--- src/rtl/reg_bank_arbiter.sv ---
// Round-robin arbiter granting one of NREQ requesters ownership of a shared DW-bit register.
// An ownership ends on request drop or after MAX_HOLD cycles, followed by one release cycle.
module reg_bank_arbiter #(
    parameter int NREQ     = 4,
    parameter int DW       = 8,
    parameter int MAX_HOLD = 8,
    localparam int IW      = (NREQ > 1) ? $clog2(NREQ) : 1,
    localparam int HW      = (MAX_HOLD > 0) ? $clog2(MAX_HOLD + 1) : 1
) (
    input  logic               clk,
    input  logic               rst_n,
    input  logic [NREQ-1:0]    req,
    input  logic [NREQ-1:0]    we,
    input  logic [NREQ*DW-1:0] wdata,
    output logic [NREQ-1:0]    gnt,
    output logic [IW-1:0]      owner_id,
    output logic               busy,
    output logic [DW-1:0]      q,
    output logic [DW-1:0]      q_bar
);

    localparam logic [1:0] IDLE    = 2'd0;
    localparam logic [1:0] GRANT   = 2'd1;
    localparam logic [1:0] RELEASE = 2'd2;

    logic [1:0]    state;
    logic [IW-1:0] ptr;
    logic [HW-1:0] hold_cnt;
    logic [IW-1:0] pick;
    logic          found;
    logic          grant_done;
    logic [IW-1:0] next_ptr;
    int            j;

    // Search starts at ptr and wraps explicitly, so NREQ need not be a power of two.
    always_comb begin
        found = 1'b0;
        pick  = '0;
        j     = 0;
        for (int k = 0; k < NREQ; k++) begin
            j = int'(ptr) + k;
            if (j >= NREQ) j = j - NREQ;
            if (!found && req[IW'(j)]) begin
                found = 1'b1;
                pick  = IW'(j);
            end
        end
    end

    assign grant_done = !req[owner_id] || (hold_cnt == HW'(MAX_HOLD - 1));
    assign next_ptr   = (owner_id == IW'(NREQ - 1)) ? '0 : owner_id + IW'(1);
    assign q_bar      = ~q;

    always_ff @(posedge clk or negedge rst_n) begin
        if (!rst_n) begin
            state    <= IDLE;
            gnt      <= '0;
            owner_id <= '0;
            busy     <= 1'b0;
            q        <= '0;
            ptr      <= '0;
            hold_cnt <= '0;
        end else begin
            case (state)
                IDLE: begin
                    if (found) begin
                        state    <= GRANT;
                        gnt      <= NREQ'(1) << pick;
                        owner_id <= pick;
                        hold_cnt <= '0;
                        busy     <= 1'b1;
                    end
                end
                GRANT: begin
                    // The write in the exit cycle still lands.
                    if (we[owner_id]) q <= wdata[owner_id*DW +: DW];
                    hold_cnt <= hold_cnt + HW'(1);
                    if (grant_done) begin
                        state <= RELEASE;
                        gnt   <= '0;
                        ptr   <= next_ptr;
                    end
                end
                RELEASE: begin
                    state <= IDLE;
                    busy  <= 1'b0;
                end
                default: begin
                    state <= IDLE;
                    gnt   <= '0;
                    busy  <= 1'b0;
                end
            endcase
        end
    end

endmodule

--- config.mk ---
export PLATFORM = sky130hd
export DESIGN_NAME = reg_bank_arbiter
export DESIGN_NICKNAME = d
export VERILOG_FILES = /design/src/rtl/reg_bank_arbiter.sv
export SDC_FILE = /design/constraint.sdc
export NUM_CORES = 1
export LEC_CHECK = 0
export ABC_AREA = 1
export BUFFER_PORTS_ARGS = -buffer_cell sky130_fd_sc_hd__buf_2
export CAP_MARGIN = 20
export CORE_MARGIN = 8
export CORE_UTILIZATION = 43
export CTS_CLUSTER_SIZE = 28
export DETAILED_ROUTE_END_ITERATION = 16
export PLACE_DENSITY = 0.88
export SLEW_MARGIN = 20
export SYNTH_ARGS = -nofsm -noshare
export SYNTH_HDL_FRONTEND = slang
export SYNTH_SLANG_ARGS = --single-unit
--- constraint.sdc ---
create_clock -name clk -period 1.45 [get_ports clk]
set_clock_uncertainty 0.1 [all_clocks]
set_input_delay 0.145 -clock clk [delete_from_list [all_inputs] [get_ports clk]]
set_output_delay 0.145 -clock clk [all_outputs]
set_load 0.1 [all_outputs]
==> qor.yml, run 1 <==
synth_top_family_by_area: "simple AND/OR/NAND/NOR gates"
reg2regPathDepth: 11
synth_seq_cells: 23
violations: "negative setup slack"
grt_max_degree: 24
n_antenna_cell: 0
wl_met3_um: 562
ys.warnings.count: 0
layout_min_cycle_time_ns: 1.76
hold_path.class: "in2reg"
setup_ws_ns: -0.307
die_w_um: 75.8
clkLatencyLatePin_ns: 0.33
critical_path_class: "reg2reg"
critPathMaxFanout: 8
layout-drive-gt1-share_pct: 64.2
drt-pass1-iter-count: 4
drt-total-wl_um: 7070
regToRegStartpoint: "ptr[0]"
r2r_slack_ns: -0.31
ctsHtreeMaxLevel: 1
cts_max_path_buffers: 2
cts.sinks: 23
postRouteAntennaNets: 0
ys_seq_area_share_pct: 37.5
grt_pass1_wl_um: 9370
routed_via_density: 5.72
synth_compound_area_share_pct: 17.6
port_buffers: 64
antenna_found_initial: 0
endpoint_kind: "flip-flop"
setup_tns_ns: -4.35
synth_mux_area_share_pct: 0
cts_tree: "done"
netlist_area_um2: 1540
wl_met1_um: 2320
dieHeight_um: 75.8
holdPathEnd: "q[7]"
cp_common_cell: "nand2_2"
gp_congestion: 0.896
crit_chain: "buf_6 > nand2_2 > nand2_2 > nand2_2 > nand2_2 > nor2_4 > nand3_2 > nand2_4 > inv_4 > nand2_2 > o21ai_1"
synth-simple-area-share_pct: 33.1
routed.top_layer: "met4"
num_vias: 2036
syn_nets: 264
final.period_utilization_pct: 121
die_area_um2: 5740
grtUsageTotal_pct: 21.5
finalHoldViolations: 0
core_um2: 3390
rsz0062_at_grt: "yes"
status: "finished, violations left"
fin_nets: 355
hold_path_depth: 5
crit_required_ns: 1.57
post_drt_wl_per_cell_um: 19.8
clock.fmax_mhz: 569
first_iter_violations: 241
worstSetupStartpointType: "flip-flop"
first_global_vias: 2019
slew_headroom_pct: 64.1
grt_overflow: 0
worst_pin_slew_ns: 0.539
synth_fa_ha_area_share_pct: 1.63
clk_pin_slew_ns: 0.15
drc: 0
slowest_delay_ns: 0.50
met2WireLength_um: 3680
synth_cell_types: 27
ios: 65
hold_ws_ns: 0.182
synth_cells: 220
hp-start: "wdata[7]"
avgSynthCellArea_um2: 6.98
n_fill_cell: 176
arrival_ns: 1.88
slowest_stage: "dfrtp_2"
synth_xor_area_share_pct: 1.14
area_delta_synth_final_pct: 77.5
drv_cap: 0
finalSetupViolCount: 24
drv_slew: 0
cts-root-buf: "clkbuf_4"
hpwl_um: 3720
rows: 21
start_util_pct: 45.3
cts_buffers: 3
regToRegEndpoint: "owner_id[1]"
worst max path at each step:
stage | start | to | slack, ns | cells past startpoint
global placement | ptr[0] | gnt[0] | -0.13 | 11
detailed placement | ptr[0] | gnt[0] | -0.19 | 10
floorplan | owner_id[0] | q[6] | -0.19 | 8
global route | ptr[0] | owner_id[1] | -0.43 | 10
finish | ptr[0] | owner_id[1] | -0.31 | 11
CTS | ptr[0] | hold_cnt[0] | -0.18 | 9
area by class of cell:
class	count	area (um^2)	area share [%]
inverter	25	134	4.91
clock buffer	3	22.5	0.826
timing repair buffer	93	752	27.6
multi-input combinational	165	1140	41.7
sequential	23	616	22.6
tap	46	57.6	2.11
clock inverter	1	7.51	0.275
Yosys cell counts:
cell	number	share of area, %
nor2_1	31	7.6
o22ai_1	9	3.7
xor2_1	2	1.1
nand2_1	53	13
nand2_2	6	2.4
a21oi_2	1	0.57
nand2_4	2	1.5
buf_6	1	0.73
inv_1	22	5.4
or2_2	1	0.41
nand3_2	3	2.0
clkbuf_1	1	0.24
nand4_1	1	0.41
a31oi_1	1	0.41
nor2_4	2	1.5
o22ai_2	1	0.81
a21oi_1	11	3.6
ha_1	2	1.6
o21ai_0	21	6.8
nand3b_1	1	0.49
buf_2	6	2.0
o21ai_2	1	0.57
nand3_1	12	3.9
dfrtp_1	23	37
inv_2	3	0.73
o31ai_1	1	0.49
o21ai_1	2	0.65
through the flow:
stage	utilization, %	std cells	area (um^2)	setup WS, ns
6_report	80.4	356	2730	-0.307
5_1_grt	80.4	356	2730	-0.429
4_1_cts	73.6	353	2490	-0.178
3_5_place_dp	66.2	342	2240	-0.190
3_3_place_gp	66.2	342	2240	-0.127
2_1_floorplan	-	220	1640	-0.192
sequential cells by signal, summed over array words and instances (netlist names):
signal	cells
ptr	2
busy	1
q	8
gnt	4
hold_cnt	4
state	2
owner_id	2
worst max-delay path, delay by kind of cell, from the launching register on:
family                 cells  cell delay, ns
flip-flops                 1            0.50
AND/OR/NAND/NOR            8            0.75
AO/OA/AOI/OAI              1            0.07
buffers and inverters      2            0.21
repair_timing:
action,in CTS,in global routing
hold endpoints to repair,23,0
hold buffers,1,0
cloned,1,0
gates resized for setup,56,64
setup buffers,5,3
endpoints found under the setup margin,25,30
pin swaps,7,21
cells in the final DEF, fill, tap and decap left out, types with 2 or more instances in the layout:
cell | Yosys | routed
nor2_1 | 31 | 19
nor2_2 | 0 | 3
buf_4 | 0 | 19
buf_2 | 6 | 46
nand3_1 | 12 | 8
inv_4 | 0 | 4
nand2_2 | 6 | 14
nand2_1 | 53 | 40
o21ai_2 | 1 | 8
ha_1 | 2 | 2
nand3_2 | 3 | 7
inv_2 | 3 | 6
nand2_8 | 0 | 2
o21ai_1 | 2 | 11
dfrtp_1 | 23 | 11
o21ai_0 | 21 | 4
clkbuf_4 | 0 | 9
xor2_1 | 2 | 2
dfrtp_2 | 0 | 2
dfrtp_4 | 0 | 10
clkinvlp_4 | 0 | 9
nand2_4 | 2 | 6
buf_12 | 0 | 10
a21oi_2 | 1 | 10
o22ai_2 | 1 | 8
inv_1 | 22 | 7
nor2_4 | 2 | 11
buf_6 | 1 | 11
a21oi_1 | 11 | 2
layer usage:
metal	vias up	GRT usage [%]
li1	901	-
met1	951	22.7
met2	132	37.4
met3	52	5.13
met4	0	13.4
met5	-	0
cell families (layout without fill, tap and decap cells):
kind of cell	count (synthesis)	count (layout)
xor+xnor	2	2
flops	23	23
buf+inv	33	122
compound gates	48	48
simple gates	112	113
fa+ha+maj	2	2
Power of run 1 is not shown: default switching activity piles up to over one toggle a cycle in this logic, so the estimate is an artifact.
==> run 2: changes to the inputs <==
--- a/config.mk
+++ b/config.mk
@@ -6,13 +6,13 @@
 export NUM_CORES = 1
 export LEC_CHECK = 0
 export ABC_AREA = 1
-export BUFFER_PORTS_ARGS = -buffer_cell sky130_fd_sc_hd__buf_2
 export CAP_MARGIN = 20
 export CORE_MARGIN = 8
-export CORE_UTILIZATION = 43
+export CORE_UTILIZATION = 56
 export CTS_CLUSTER_SIZE = 28
 export DETAILED_ROUTE_END_ITERATION = 16
-export PLACE_DENSITY = 0.88
+export DONT_BUFFER_PORTS = 1
+export PLACE_DENSITY = 0.86
 export SLEW_MARGIN = 20
 export SYNTH_ARGS = -nofsm -noshare
 export SYNTH_HDL_FRONTEND = slang
==> qor.yml, run 2 (synthesized netlist as in run 1, its figures left out) <==
status: "finished, violations left"
violations: "negative setup slack"
cts_tree: "done"
final_cell_mix: "44 x nand2_1, 32 x buf_4, 20 x nor2_1, 15 x o21ai_0, 14 x buf_6"
routed_via_density: 6.32  # +11%
drv_slew: 0  # unchanged
path_buf_inv: 2  # unchanged
hold_path_depth: 4  # -1
largest_reg_flops: 8  # unchanged
antenna_found_initial: 0  # unchanged
dpl.cell_count: 282  # -18%
rows: 19  # -9.5%
area_delta_synth_final_pct: 53.1
reg2regPathDepth: 10  # -1
layout-drive-gt1-share_pct: 50.7  # -13 points
routed.top_layer: "met4"
core_um2: 2690  # -21%
cts.sinks: 23  # unchanged
critPathMaxFanout: 8  # unchanged
post_drt_wl_per_cell_um: 21.1  # +6.4%
drt-pass1-iter-count: 5  # +1
grt_max_degree: 24  # unchanged
holdPathEnd: "q[1]"
rsz0062_at_grt: "yes"
wl_met3_um: 562  # unchanged
finalHoldViolations: 0  # unchanged
cts-root-buf: "clkbuf_4"
grt_overflow: 0  # unchanged
postRouteAntennaNets: 0  # unchanged
final_common_cell: "nand2_1"
largest_registers: "q (8), gnt (4), hold_cnt (4)"
die_area_um2: 4670  # -19%
critPathTopFamily: "simple AND/OR/NAND/NOR gates"
crit_chain: "inv_4 > nand2_1 > nand3_2 > nand2_4 > nor2_4 > nand3b_1 > nand3_2 > inv_2 > nand3_2 > nand2_1"
final_cells: 299  # -16%
gp_congestion: 0.838  # -6.5%
hpwl_um: 3480  # -6.3%
grtUsageTotal_pct: 20.6  # -0.92 points
drv_cap: 0  # unchanged
slowest_stage: "dfrtp_2"
clk_pin_slew_ns: 0.14  # about the same
cts_max_path_buffers: 2  # unchanged
layout_min_cycle_time_ns: 1.76  # -0.000423 ns
path_depth: 10  # -1
start_util_pct: 57.1  # +12 points
cp_common_cell: "nand3_2"
regToRegStartpoint: "ptr[0]"
endpoint_kind: "flip-flop"
final.period_utilization_pct: 121  # about the same
port_buffers: 0  # -100%
dieHeight_um: 68.4  # -9.8%
met2WireLength_um: 3160  # -14%
clock.fmax_mhz: 569  # about the same
crit_required_ns: 1.57  # about the same
ctsHtreeMaxLevel: 1  # unchanged
worstSetupStartpointType: "flip-flop"
r2r_slack_ns: -0.31  # about the same
setup_ws_ns: -0.307  # +0.000423 ns
fin_nets: 313  # -12%
n_antenna_cell: 0  # unchanged
slew_headroom_pct: 65.0  # +0.94 points
clkLatencyLatePin_ns: 0.32  # about the same
drt-total-wl_um: 6310  # -11%
critical_path_class: "reg2reg"
first_global_vias: 1630  # -19%
worst_pin_slew_ns: 0.525  # -0.0141 ns
num_vias: 1891  # -7.1%
arrival_ns: 1.87  # about the same
wl_met1_um: 2210  # -4.6%
finalSetupViolCount: 24  # unchanged
ios: 65  # unchanged
hp-start: "wdata[1]"
first_iter_violations: 285  # +18%
drc: 0  # unchanged
slowest_delay_ns: 0.48  # -0.02 ns
regToRegEndpoint: "gnt[0]"
cts_buffers: 3  # unchanged
largest-register: "q"
hold_path.class: "in2reg"
die_w_um: 68.4  # -9.8%
grt_pass1_wl_um: 7340  # -22%
## run 2: changes by cell type in the layout (fill, tap and decap cells not counted), sizes merged
cell	previous run	this run
buf	86	49
clkbuf	9	5
clkinvlp	9	8
## run 2: worst max path at each step
stage,to,slack [ns],from
global route,gnt[3],-0.37,ptr[0]
global placement,gnt[0],-0.13,ptr[0]
finish,gnt[0],-0.31,ptr[0]
CTS,owner_id[1],-0.17,ptr[0]
floorplan,q[6],-0.19,owner_id[0]
detailed placement,gnt[0],-0.19,ptr[0]
## run 2: final cells by class
cell class | count | area [um^2]
Multi-Input combinational cell | 165 | 1050
Sequential cell | 23 | 616
Timing Repair Buffer | 51 | 478
Fill cell | 128 | 337
Inverter | 25 | 136
Tap cell | 31 | 38.8
Clock buffer | 4 | 26.3
## run 2: routing by layer
layer | global-route usage (%) | vias up
met3 | 5.56 | 42
met1 | 23.7 | 893
met5 | 0 | -
li1 | - | 810
met4 | 7.42 | 0
met2 | 35.6 | 146
## run 2: stage by stage
stage,utilization [%],worst slack (ns),instance area (um^2),hold slack [ns],setup TNS (ns)
after floorplan,-,-0.192,1640,-0.251,-2.15
after global placement,70.7,-0.129,1900,-0.250,-1.34
after detailed placement,70.7,-0.193,1900,-0.250,-2.26
after CTS,78.3,-0.171,2100,0.0458,-1.98
after global routing,87.5,-0.374,2350,0.105,-5.64
final,87.5,-0.307,2350,0.0793,-4.50
## run 2: timing repair
| action | in CTS | in global routing |
|---|---|---|
| hold buffers | 1 | 1 |
| buffers inserted | 4 | 5 |
| setup endpoints to repair | 24 | 32 |
| endpoints found under the hold margin | 23 | 23 |
| resized for setup | 43 | 46 |
| pin swaps | 17 | 6 |
| cloned | 1 | 1 |
## run 2: worst register-to-register path: cells and delay by family (launching register included)
| kind | cells | cell delay (ns) |
|---|---|---|
| buf+inv | 2 | 0.18 |
| flops | 1 | 0.48 |
| simple gates | 8 | 0.89 |
Power of run 2 is left out for the same reason.
